$ cat config.mk
export PLATFORM = sky130hd
export DESIGN_NAME = numeric_field_input
export DESIGN_NICKNAME = d
export VERILOG_FILES = /design/src/rtl/ps2_keys_pkg.sv /design/src/rtl/ps2_make_filter.sv /design/src/rtl/numeric_field_input.sv
export SDC_FILE = /design/constraint.sdc
export NUM_CORES = 1
export LEC_CHECK = 0
export ABC_AREA = 1
export CAP_MARGIN = 20
export CORE_MARGIN = 5
export CORE_UTILIZATION = 25
export DETAILED_ROUTE_END_ITERATION = 10
export PLACE_DENSITY = 0.51
export SLEW_MARGIN = 20
export SYNTH_ARGS = -nofsm -noshare
export SYNTH_HDL_FRONTEND = slang
export SYNTH_SLANG_ARGS = --single-unit
export TNS_END_PERCENT = 100
$ cat constraint.sdc
create_clock -name Clock -period 3.4 [get_ports Clock]
set_clock_uncertainty 0.15 [all_clocks]
set_input_delay 0.68 -clock Clock [delete_from_list [all_inputs] [get_ports Clock]]
set_output_delay 0.68 -clock Clock [all_outputs]
set_load 0.05 [all_outputs]
$ cat src/rtl/ps2_keys_pkg.sv
// Shared scan codes, field state encoding and sizing helpers for PS/2 entry fields.
package ps2_keys_pkg;

  localparam logic [7:0] KEY_EXT   = 8'hE0;
  localparam logic [7:0] KEY_BRK   = 8'hF0;
  localparam logic [7:0] KEY_BKSP  = 8'h66;
  localparam logic [7:0] KEY_ENTER = 8'h5A;
  localparam logic [7:0] KEY_ESC   = 8'h76;
  localparam logic [7:0] KEY_UP    = 8'h75;
  localparam logic [7:0] KEY_DOWN  = 8'h72;

  typedef enum logic [1:0] {
    ST_IDLE = 2'd0,
    ST_EDIT = 2'd1,
    ST_CONV = 2'd2
  } field_state_t;

  // Bits needed to hold any value of n decimal digits: clog2(10^n).
  function automatic int acc_width(input int n);
    longint p;
    p = 1;
    for (int i = 0; i < n; i++) p = p * 10;
    return $clog2(p);
  endfunction

  // Returns {is_digit, bcd} for a make code.
  function automatic logic [4:0] decode_digit(input logic [7:0] code);
    case (code)
      8'h45:   return 5'h10;
      8'h16:   return 5'h11;
      8'h1E:   return 5'h12;
      8'h26:   return 5'h13;
      8'h25:   return 5'h14;
      8'h2E:   return 5'h15;
      8'h36:   return 5'h16;
      8'h3D:   return 5'h17;
      8'h3E:   return 5'h18;
      8'h46:   return 5'h19;
      default: return 5'h00;
    endcase
  endfunction

endpackage

$ cat src/rtl/ps2_make_filter.sv
// Strips E0/F0 prefixes from the PS/2 byte stream and presents make codes only.
module ps2_make_filter
  import ps2_keys_pkg::*;
(
  input  logic       Clock,
  input  logic       nReset,
  input  logic       clear,
  input  logic [7:0] data,
  input  logic       data_en,
  output logic       key_valid,
  output logic [7:0] key_code,
  output logic       key_ext
);

  logic ext_q;
  logic brk_q;
  logic is_prefix;

  assign is_prefix = (data == KEY_EXT) || (data == KEY_BRK);

  // Prefix flags: set by E0/F0, both dropped by the next real code or by clear.
  always_ff @(posedge Clock or negedge nReset) begin
    if (!nReset) begin
      ext_q <= 1'b0;
      brk_q <= 1'b0;
    end else if (clear) begin
      ext_q <= 1'b0;
      brk_q <= 1'b0;
    end else if (data_en) begin
      if (data == KEY_EXT) begin
        ext_q <= 1'b1;
      end else if (data == KEY_BRK) begin
        brk_q <= 1'b1;
      end else begin
        ext_q <= 1'b0;
        brk_q <= 1'b0;
      end
    end
  end

  assign key_valid = data_en && !clear && !is_prefix && !brk_q;
  assign key_code  = data;
  assign key_ext   = ext_q;

endmodule

$ cat src/rtl/numeric_field_input.sv
// Decimal entry field: PS/2 digits into a BCD buffer, serial BCD-to-binary,
// range clamp and commit; arrow keys nudge the committed value directly.
module numeric_field_input
  import ps2_keys_pkg::*;
#(
  parameter int NUM_DIGITS = 3,
  parameter int VALUE_W    = 10,
  parameter int MIN_VAL    = 20,
  parameter int MAX_VAL    = 300,
  parameter int RESET_VAL  = 120,
  parameter int STEP       = 1
) (
  input  logic                    Clock,
  input  logic                    nReset,
  input  logic                    Enable,
  input  logic [7:0]              data,
  input  logic                    data_en,
  output logic [VALUE_W-1:0]      value,
  output logic                    value_valid,
  output logic                    range_err,
  output logic                    editing,
  output logic [4*NUM_DIGITS-1:0] digits
);

  localparam int ACC_W = acc_width(NUM_DIGITS);
  localparam int BUF_W = 4 * NUM_DIGITS;
  localparam int CNT_W = $clog2(NUM_DIGITS + 1);
  localparam int IDX_W = (NUM_DIGITS > 1) ? $clog2(NUM_DIGITS) : 1;

  localparam logic [ACC_W-1:0]   MIN_ACC    = ACC_W'(MIN_VAL);
  localparam logic [ACC_W-1:0]   MAX_ACC    = ACC_W'(MAX_VAL);
  localparam logic [VALUE_W:0]   MAX_WIDE   = (VALUE_W+1)'(MAX_VAL);
  localparam logic [VALUE_W:0]   DOWN_FLOOR = (VALUE_W+1)'(MIN_VAL + STEP);
  localparam logic [VALUE_W-1:0] MIN_V      = VALUE_W'(MIN_VAL);
  localparam logic [VALUE_W-1:0] MAX_V      = VALUE_W'(MAX_VAL);
  localparam logic [VALUE_W-1:0] STEP_V     = VALUE_W'(STEP);

  field_state_t state_q, state_d;

  logic [BUF_W-1:0]   edit_buf_q;
  logic [CNT_W-1:0]   count_q;
  logic [IDX_W-1:0]   idx_q;
  logic [ACC_W-1:0]   acc_q;
  logic               conv_done_q;

  logic               key_valid, key_ext;
  logic [7:0]         key_code;
  logic [4:0]         dig;
  logic               is_digit, is_bksp, is_enter, is_esc, is_up, is_down;
  logic [3:0]         nibble;
  logic [ACC_W-1:0]   acc_clamped;
  logic               clamp_hit;
  logic [VALUE_W:0]   up_sum;
  logic [VALUE_W-1:0] up_next, down_next;

  // Bytes arriving while converting are discarded along with their prefix state.
  ps2_make_filter u_filter (
    .Clock     (Clock),
    .nReset    (nReset),
    .clear     (!Enable || (state_q == ST_CONV)),
    .data      (data),
    .data_en   (data_en),
    .key_valid (key_valid),
    .key_code  (key_code),
    .key_ext   (key_ext)
  );

  assign dig      = decode_digit(key_code);
  assign is_digit = key_valid && !key_ext && dig[4];
  assign is_bksp  = key_valid && !key_ext && (key_code == KEY_BKSP);
  assign is_enter = key_valid && !key_ext && (key_code == KEY_ENTER);
  assign is_esc   = key_valid && !key_ext && (key_code == KEY_ESC);
  assign is_up    = key_valid &&  key_ext && (key_code == KEY_UP);
  assign is_down  = key_valid &&  key_ext && (key_code == KEY_DOWN);

  assign nibble    = edit_buf_q[4*idx_q +: 4];
  assign up_sum    = {1'b0, value} + (VALUE_W+1)'(STEP);
  assign up_next   = (up_sum > MAX_WIDE) ? MAX_V : up_sum[VALUE_W-1:0];
  assign down_next = ({1'b0, value} < DOWN_FLOOR) ? MIN_V : (value - STEP_V);

  // Clamp the converted entry into the committable range.
  always_comb begin
    acc_clamped = acc_q;
    clamp_hit   = 1'b0;
    if (acc_q < MIN_ACC) begin
      acc_clamped = MIN_ACC;
      clamp_hit   = 1'b1;
    end else if (acc_q > MAX_ACC) begin
      acc_clamped = MAX_ACC;
      clamp_hit   = 1'b1;
    end
  end

  // State register.
  always_ff @(posedge Clock or negedge nReset) begin
    if (!nReset) state_q <= ST_IDLE;
    else         state_q <= state_d;
  end

  // Next-state logic; Enable low always wins.
  always_comb begin
    state_d = state_q;
    if (!Enable) begin
      state_d = ST_IDLE;
    end else begin
      case (state_q)
        ST_IDLE: if (is_digit) state_d = ST_EDIT;
        ST_EDIT: begin
          if (is_esc)                                state_d = ST_IDLE;
          else if (is_enter)                         state_d = ST_CONV;
          else if (is_bksp && count_q == CNT_W'(1))  state_d = ST_IDLE;
        end
        ST_CONV: if (conv_done_q) state_d = ST_IDLE;
        default: state_d = ST_IDLE;
      endcase
    end
  end

  // Outputs derived from state and edit buffer.
  always_comb begin
    editing = (state_q != ST_IDLE);
    digits  = edit_buf_q;
  end

  // Edit buffer, Horner accumulator and committed value.
  always_ff @(posedge Clock or negedge nReset) begin
    if (!nReset) begin
      edit_buf_q  <= '0;
      count_q     <= '0;
      idx_q       <= '0;
      acc_q       <= '0;
      conv_done_q <= 1'b0;
      value       <= VALUE_W'(RESET_VAL);
      value_valid <= 1'b0;
      range_err   <= 1'b0;
    end else begin
      value_valid <= 1'b0;
      range_err   <= 1'b0;
      if (!Enable) begin
        edit_buf_q  <= '0;
        count_q     <= '0;
        conv_done_q <= 1'b0;
      end else begin
        case (state_q)
          ST_IDLE: begin
            if (is_digit) begin
              edit_buf_q <= BUF_W'(dig[3:0]);
              count_q    <= CNT_W'(1);
            end else if (is_up) begin
              value       <= up_next;
              value_valid <= 1'b1;
            end else if (is_down) begin
              value       <= down_next;
              value_valid <= 1'b1;
            end
          end
          ST_EDIT: begin
            if (is_esc) begin
              edit_buf_q <= '0;
              count_q    <= '0;
            end else if (is_enter) begin
              acc_q       <= '0;
              idx_q       <= IDX_W'(NUM_DIGITS - 1);
              conv_done_q <= 1'b0;
            end else if (is_bksp) begin
              edit_buf_q <= edit_buf_q >> 4;
              count_q    <= count_q - CNT_W'(1);
            end else if (is_digit && count_q < CNT_W'(NUM_DIGITS)) begin
              edit_buf_q <= (edit_buf_q << 4) | BUF_W'(dig[3:0]);
              count_q    <= count_q + CNT_W'(1);
            end
          end
          ST_CONV: begin
            if (!conv_done_q) begin
              acc_q <= acc_q * ACC_W'(10) + ACC_W'(nibble);
              if (idx_q == '0) conv_done_q <= 1'b1;
              else             idx_q       <= idx_q - IDX_W'(1);
            end else begin
              value       <= VALUE_W'(acc_clamped);
              value_valid <= 1'b1;
              range_err   <= clamp_hit;
              edit_buf_q  <= '0;
              count_q     <= '0;
              conv_done_q <= 1'b0;
            end
          end
          default: ;
        endcase
      end
    end
  end

endmodule

==> flow_summary.yaml, run 1 <==
status:
  status: "completed"
power_and_ir_drop:
  intPower_uw: 1350
  p_per_area_nw_per_um2: 558
  p_seq_share_pct: 30.4
  p_comb_share_pct: 47.9
  clockPowerShare_pct: 21.7
  ir_drop_mv: 0.270
  leakage_uw: 0.00227
  switching_share_pct: 46.1
  power.switching_uw: 1160
global_routing:
  grt_pass1_wl_mm: 18.0
  grt_max_degree: 44
  antenna_found_initial: 0
  grt-ovfl-total: 0
  grt_pass1_vias: 3846
  grtUsageTotal_pct: 12.0
routing:
  drcViolationCount: 0
  vias_per_cell: 4.74
  wl_per_cell_um: 12.9
  vias: 3803
  wl_mm: 10.3
  drtIter0Drc: 274
  drtPass1Iterations: 5
  ant_nets: 0
finish:
  nNetsFinal: 651
  drive_above_1_share_pct: 6.18
  n_fill_cell: 1627
  final_core_util_pct: 29.9
  synthToLayoutAreaGrowth_pct: 18.4
  num_antenna_cells: 0
sta:
  finalMaxSlewViolations: 0
  hold_viol: 0
  finalSetupViolCount: 0
  tightest_slew_ns: 0.561
  maxSlewHeadroom_pct: 62.6
  whs_ns: 0.236
  fmax_mhz: 361
  final.setup.tns_ns: 0
  period_share_pct: 81.5
  fin_crit_ns: 2.77
  rsz0062_at_grt: "no"
worst_setup_path:
  reg2reg_depth: 9
  critical_path_class: "reg -> out"
  critical_path.cell_chain: "inv_1, ha_1, inv_1, clkdlybuf4s50_1"
  cp_slowest_stage_delay_ns: 0.80
  cp_max_fo: 4
  crit_buf_inv: 3
  critPathCaptureType: "output pin"
  critical_path_required_ns: 2.57
  start_kind: "register"
  crit_slowest_cell: "clkdlybuf4s50_1"
  critical_path_depth: 4
  path_common_cell: "inv_1"
  arrival_ns: 1.94
  cpLargestDelayFamily: "buffers and inverters"
floorplan:
  die_w_um: 133
  die_area_um2: 17800
  coreArea_um2: 15000
  die_h_um: 133
  io_pins: 37
  fp-row-count: 45
  start_util_pct: 25.3
yosys:
  syn_area_um2: 3800
  synthTopCellsByArea: "dfrtp_1, nand2_1, ha_1, nor2_1, inv_1"
  async_reset_ff_share_pct: 100
  postSynthNetCount: 620
  synthFlopType: "dfrtp_1"
  post-synth-top-count-cell: "nand2_1"
  yosysWarnings: 0
  yosysTopAreaCellShare_pct: 25.7
  synth_seq_area_share_pct: 28.4
  synth_edf_count: 0
  synth_seq_cells: 43
  synth.avg_cell_area_um2: 6.52
  netlist_top_cells_count: "nand2_1, nor2_1, inv_1"
  synthCells: 583
  synth_cell_types: 35
  yosysTopAreaCell: "dfrtp_1"
clock_tree:
  cts_buffer_depth: 2
  cts_resized: 0
  postCtsSetupBuffers: 0
  cts_tree: "yes"
  clkLatencyLatePin_ns: 0.29
  numCtsBuffers: 5
  clock-sinks: 43
  cts_hold_buffers: 0
  cts.htree.levels: 2
  path_clk_slew_ns: 0.06
  cts-root-buf: "clkbuf_16"
placed_design:
  dp_hpwl_mm: 8.25
  port_buffers: 36
  gp_congestion: 0.845
worst_hold_path:
  hold_class: "in -> async"
run:
  maxCapViolCount: 0
area by class of cell:
type	instances	area, um2	area share [%]
Clock buffer	5	125	2.78
Clock inverter	3	43.8	0.973
Inverter	70	263	5.84
Multi-Input combinational cell	456	2380	52.9
Sequential cell	43	1080	24.0
Tap cell	188	235	5.23
Timing Repair Buffer	38	373	8.28
final timing paths:
kind / start / slack [ns] / endpoint
max in group asynchronous: nReset / 2.48 / value[4]$_DFFE_PN1P_
min in group Clock: state_q[1]$_DFFE_PN0P_ / 0.35 / state_q[1]$_DFFE_PN0P_
min reg2reg: state_q[1]$_DFFE_PN0P_ / 0.35 / state_q[1]$_DFFE_PN0P_
max: state_q[0]$_DFFE_PN0P_ / 0.63 / editing
max reg2reg: acc_q[3]$_DFFE_PN0P_ / 0.74 / acc_q[9]$_DFFE_PN0P_
min: nReset / 0.24 / digits[10]$_DFFE_PN0P_
through the flow:
stage	total power, uW	worst slack, ns	cells	area (um2)
finish	2510	0.630	803	4500
global route	2710	0.368	803	4500
CTS	2540	0.609	803	4500
detailed placement	1980	0.330	795	4330
global placement	1960	0.396	795	4330
floorplan	1650	0.975	583	3800
placed cells by master (no fill, tap or decap), types with 4 or more instances in the layout:
master,synthesis,final
a21oi_1,27,27
clkbuf_16,0,5
clkdlybuf4s50_1,0,35
dfrtp_1,39,39
dfstp_2,4,4
ha_1,23,23
inv_1,66,66
inv_2,4,4
nand2_1,176,176
nand2_2,7,7
nand3_1,47,47
nand3b_1,5,5
nand4_1,12,12
nor2_1,73,73
nor3_1,14,14
o21ai_0,24,24
o21ai_1,6,6
o22ai_1,7,7
xnor2_1,4,4
xor2_1,13,13
power by group through the flow:
stage	Sequential [uW]	Clock (uW)	Combinational [uW]
6_report	764	546	1200
5_1_grt	778	580	1350
4_1_cts	763	564	1210
3_5_place_dp	772	0	1210
3_3_place_gp	767	0	1190
2_1_floorplan	870	0	782
sequential cells by signal, summed over array words and instances (netlist names):
signal	count
state_q	2
value	10
conv_done_q	1
acc_q	10
range_err	1
u_filter.brk_q	1
count_q	2
u_filter.key_ext	1
value_valid	1
idx_q	2
digits	12
logic make-up (layout without fill, tap and decap cells):
logic type	after synthesis	count (layout)	synth area share [%]
and+or+nand+nor	345	345	40.3
buffers and inverters	84	116	8.95
AOI/OAI and AO/OA	69	69	9.81
DFF	43	43	28.4
adders and majority gates	25	25	8.62
xor gates and xnor gates	17	17	3.92
routing by layer:
layer | up-vias | track usage, % | wire length, um
li1 | 1935 | - | -
met1 | 1774 | 15.9 | 4900
met2 | 84 | 20.4 | 4860
met3 | 10 | 2.15 | 441
met4 | 0 | 2.86 | 138
met5 | - | 0 | 0
(Power assumes the default switching activity.)
==> inputs of run 2 (changes only) <==
clock period = 2.9 ns   (was 3.4 ns; I/O delays follow)
==> run 2 against run 1 <==
Net effect: sequential power increased by 16%; critical endpoint unchanged; total power grew 15%; count of clock-buffer cells in the layout is 2 higher; non-clock buffer count rose by 5; final area up 0.72%; setup slack lost 0.40 ns; critical path depth did not move; via count decreased by 0.47%; critical path type unchanged; global-route usage down 0.30 points; highest routed layer unchanged; combinational power up 18%; hold slack worse by 0.17 ns; register-to-register slack got worse by 0.43 ns.
==> flow_summary.yaml, run 2 (synthesis results as in run 1) <==
worst_setup_path:
  worst-r2r-setup-slack_ns: 0.31
  cp_slowest_stage_delay_ns: 0.80
  r2r-end: "acc_q[9]$_DFFE_PN0P_"
  cp_max_fo: 4
  critical_path_class: "reg -> out"
  reg2reg_depth: 10
  crit_slowest_cell: "clkdlybuf4s50_1"
  path_common_cell: "inv_1"
  critical_path_required_ns: 2.17
  arrival_ns: 1.94
  start_kind: "register"
  r2r-start: "acc_q[1]$_DFFE_PN0P_"
  critPathCaptureType: "output pin"
  critical_path.cell_chain: "inv_1, ha_1, inv_1, clkdlybuf4s50_1"
floorplan:
  io_pins: 37
  coreArea_um2: 15000
  die_area_um2: 17800
  die_w_um: 133
  die_h_um: 133
  start_util_pct: 25.3
  fp-row-count: 45
routing:
  wl_mm: 10.5
  wl_per_cell_um: 13.0
  drcViolationCount: 0
  drtIter0Drc: 240
  ant_nets: 0
  vias_per_cell: 4.68
  drtPass1Iterations: 5
  vias: 3785
clock_tree:
  postCtsSetupBuffers: 0
  numCtsBuffers: 5
  cts_buffer_depth: 2
  path_clk_slew_ns: 0.06
  cts.htree.levels: 2
  clock-sinks: 43
  cts-root-buf: "clkbuf_16"
  clkLatencyLatePin_ns: 0.28
  cts_hold_buffers: 0
  cts_resized: 0
  cts_tree: "yes"
sta:
  hold_viol: 0
  final.setup.tns_ns: 0
  maxSlewHeadroom_pct: 65.2
  period_share_pct: 92.0
  tightest_slew_ns: 0.516
  finalSetupViolCount: 0
  fin_crit_ns: 2.67
  rsz0062_at_grt: "no"
  fmax_mhz: 375
  finalMaxSlewViolations: 0
global_routing:
  antenna_found_initial: 0
  grt-ovfl-total: 0
  grtUsageTotal_pct: 11.7
  grt_pass1_vias: 3739
  grt_pass1_wl_mm: 17.6
  grt_max_degree: 28
placed_design:
  dp_hpwl_mm: 8.28
  port_buffers: 36
  gp_congestion: 0.837
finish:
  largest_reg_flops: 12
  drive_above_1_share_pct: 7.10
  final_common_cell: "nand2_1"
  nNetsFinal: 656
  synthToLayoutAreaGrowth_pct: 19.2
  num_antenna_cells: 0
  final_cell_mix: "nand2_1, nor2_1, inv_1"
status:
  status: "completed"
power_and_ir_drop:
  ir_drop_mv: 0.301
  p_per_area_nw_per_um2: 640
  leakage_uw: 0.00229
  power_uw: 2900
run:
  maxCapViolCount: 0
worst_hold_path:
  hold_class: "in -> async"
-- run 2: cell count changes in the layout (fill, tap and decap cells not counted), sizes merged --
cell,change
buf,+5
clkinvlp,+1
bufinv,-1
clkbuf,+2
clkinv,-2
-- run 2: final cells by class --
cell class                      instances  area (um2)
Timing Repair Buffer                   43         408
Tap cell                              188         235
Inverter                               70         263
Clock inverter                          1        7.51
Sequential cell                        43        1080
Multi-Input combinational cell        456        2390
Fill cell                            1604       10500
Clock buffer                            7         153
-- run 2: worst max-delay path by stage --
stage	start	endpoint	slack, ns	depth (start not counted)
global route	acc_q[1]$_DFFE_PN0P_	acc_q[9]$_DFFE_PN0P_	0.12	10
detailed placement	data[3]	count_q[0]$_DFFE_PN0P_	0.06	15
global placement	data[3]	digits[2]$_DFFE_PN0P_	0.12	15
finish	state_q[0]$_DFFE_PN0P_	editing	0.23	4
CTS	acc_q[1]$_DFFE_PN0P_	acc_q[9]$_DFFE_PN0P_	0.17	10
floorplan	acc_q[1]$_DFFE_PN0P_	acc_q[9]$_DFFE_PN0P_	0.47	9
-- run 2: power by group --
| group | leakage [uW] | total, uW | switching (uW) | internal (uW) |
|---|---|---|---|---|
| sequential | 0.000570 | 885 | 176 | 709 |
| clock | 0.0000761 | 597 | 231 | 366 |
| combinational | 0.00164 | 1420 | 941 | 479 |
-- run 2: worst max-delay path, delay by kind of cell (launching register included) --
family | cells | cell delay [ns]
buffers and inverters | 3 | 1.00
flip-flops | 1 | 0.38
adder cells (fa/ha/maj) | 1 | 0.27
-- run 2: per-layer routing --
metal | global-route usage (%) | routed length (um) | vias to the layer above
li1 | - | - | 1943
met1 | 15.1 | 5060 | 1765
met2 | 20.7 | 4990 | 73
met3 | 1.96 | 356 | 4
met4 | 2.40 | 67 | 0
met5 | 0 | 0 | -
-- run 2: through the flow --
stage / area [um2] / setup WS (ns) / hold slack [ns] / utilization [%] / std cells
after global routing: 4530 / 0.119 / 0.0938 / 30.2 / 808
after global placement: 4370 / 0.122 / 0.342 / 29.1 / 800
final: 4530 / 0.232 / 0.0622 / 30.2 / 808
after CTS: 4530 / 0.168 / 0.0687 / 30.1 / 808
after floorplan: 3800 / 0.475 / 0.134 / - / 583
after detailed placement: 4370 / 0.0631 / 0.355 / 29.1 / 800
==> inputs of run 3 (changes only) <==
CORE_UTILIZATION = 50   (was 25)
CTS_BUF_LIST = sky130_fd_sc_hd__clkbuf_4 sky130_fd_sc_hd__clkbuf_8 sky130_fd_sc_hd__clkbuf_16   (was default)
PLACE_DENSITY = 0.81   (was 0.51)
==> run 3 against run 2 <==
Net effect: maximum frequency is 0.39% higher; critical path depth unchanged; combinational power is essentially flat; register-to-register slack better by 0.02 ns; sequential cell count unchanged; global-route usage up 8.2 points; setup slack gained 0.010 ns; clock power fell by 34%; routed wire length down 11%; highest routed layer unchanged.
==> flow_summary.yaml, run 3 (synthesis results as in run 1) <==
clock_tree:
  cts.htree.levels: 2
  cts_hold_buffers: 0
  cts_tree: "yes"
  clkLatencyLatePin_ns: 0.29
  cts_buffer_depth: 2
  cts-root-buf: "clkbuf_8"
  clock-sinks: 43
  path_clk_slew_ns: 0.08
  numCtsBuffers: 5
routing:
  drtPass1Iterations: 4
  ant_nets: 0
  wl_per_cell_um: 12.9
  vias_per_cell: 5.32
  wl_mm: 9.27
  drtIter0Drc: 125
  drcViolationCount: 0
  vias: 3819
worst_setup_path:
  path_common_cell: "inv_1"
  critical_path.cell_chain: "inv_1, ha_1, inv_1, clkdlybuf4s50_1"
  cp_slowest_stage_delay_ns: 0.80
  crit_buf_inv: 3
  critical_path_depth: 4
  r2r-start: "acc_q[1]$_DFFE_PN0P_"
  arrival_ns: 1.93
  r2r-end: "acc_q[9]$_DFFE_PN0P_"
  critical_path_required_ns: 2.17
  cp_max_fo: 4
  start_kind: "register"
  critical_path_class: "reg -> out"
  cpLargestDelayFamily: "buffers and inverters"
  crit_slowest_cell: "clkdlybuf4s50_1"
  reg2reg_depth: 9
  worst-r2r-setup-slack_ns: 0.33
  critPathCaptureType: "output pin"
finish:
  stdcell_area_um2: 4340
  drive_above_1_share_pct: 6.95
  instances_no_fill: 718
  final_core_util_pct: 59.3
  nNetsFinal: 655
  largest_reg_flops: 12
  num_antenna_cells: 0
  synthToLayoutAreaGrowth_pct: 14.2
  final_cell_mix: "nand2_1, nor2_1, inv_1"
  final_common_cell: "nand2_1"
sta:
  rsz0062_at_grt: "no"
  tightest_slew_ns: 0.970
  finalMaxSlewViolations: 0
  fmax_mhz: 376
  finalSetupViolCount: 0
  final.setup.tns_ns: 0
  whs_ns: 0.281
  hold_viol: 0
  maxSlewHeadroom_pct: 35.4
  period_share_pct: 91.6
  fin_crit_ns: 2.66
global_routing:
  grtUsageTotal_pct: 19.9
  grt_pass1_wl_mm: 16.3
  antenna_found_initial: 0
  grt_max_degree: 44
  grt-ovfl-total: 0
  grt_pass1_vias: 3643
floorplan:
  io_pins: 37
  start_util_pct: 51.9
  coreArea_um2: 7330
  fp-row-count: 31
  die_w_um: 97.2
  die_area_um2: 9450
  die_h_um: 97.2
run:
  maxCapViolCount: 0
placed_design:
  place_area_um2: 4250
  port_buffers: 36
  placedCellCount: 710
  gp_congestion: 0.872
  dp_hpwl_mm: 7.23
worst_hold_path:
  hold_class: "in -> async"
power_and_ir_drop:
  leakage_uw: 0.00225
  ir_drop_mv: 0.349
  p_per_area_nw_per_um2: 617
status:
  status: "completed"
run 3: routing by layer:
layer  global-route usage, %  vias up  share of wire (%)
met4                    4.97        0                1.2
li1                        -     1955                  -
met3                    3.23       10                3.6
met1                    25.6     1773                 45
met5                       0        -                  0
met2                    34.8       81                 51
run 3: worst max path at each step:
stage                           startpoint               endpoint  slack [ns]
floorplan             acc_q[1]$_DFFE_PN0P_   acc_q[9]$_DFFE_PN0P_        0.47
global placement                   data[3]  digits[3]$_DFFE_PN0P_        0.23
detailed placement                 data[3]  digits[6]$_DFFE_PN0P_        0.12
CTS                   acc_q[1]$_DFFE_PN0P_   acc_q[9]$_DFFE_PN0P_        0.22
global route          acc_q[1]$_DFFE_PN0P_   acc_q[9]$_DFFE_PN0P_        0.06
finish              state_q[0]$_DFFE_PN0P_                editing        0.24
run 3: through the flow:
step | power [uW] | setup slack (ns)
2_1_floorplan | 1940 | 0.475
3_3_place_gp | 2240 | 0.226
3_5_place_dp | 2290 | 0.115
4_1_cts | 2680 | 0.221
5_1_grt | 2890 | 0.0633
6_report | 2680 | 0.243
run 3: power breakdown:
| part | switching (uW) | internal (uW) |
|---|---|---|
| clock network | 218 | 178 |
| registers | 171 | 707 |
| logic | 928 | 480 |
run 3: layout make-up:
type | instances | area (um2)
clock buffer | 6 | 76.3
tap | 99 | 124
clock inverter | 2 | 12.5
timing repair buffer | 42 | 400
fill | 691 | 2990
sequential | 43 | 1080
inverter | 70 | 263
multi-input combinational | 456 | 2390
run 3: what timing repair did:
action | 4_1_cts | 5_1_grt
gates resized for setup | 0 | 1
setup buffers | 0 | 0
endpoints found under the setup margin | 0 | 1
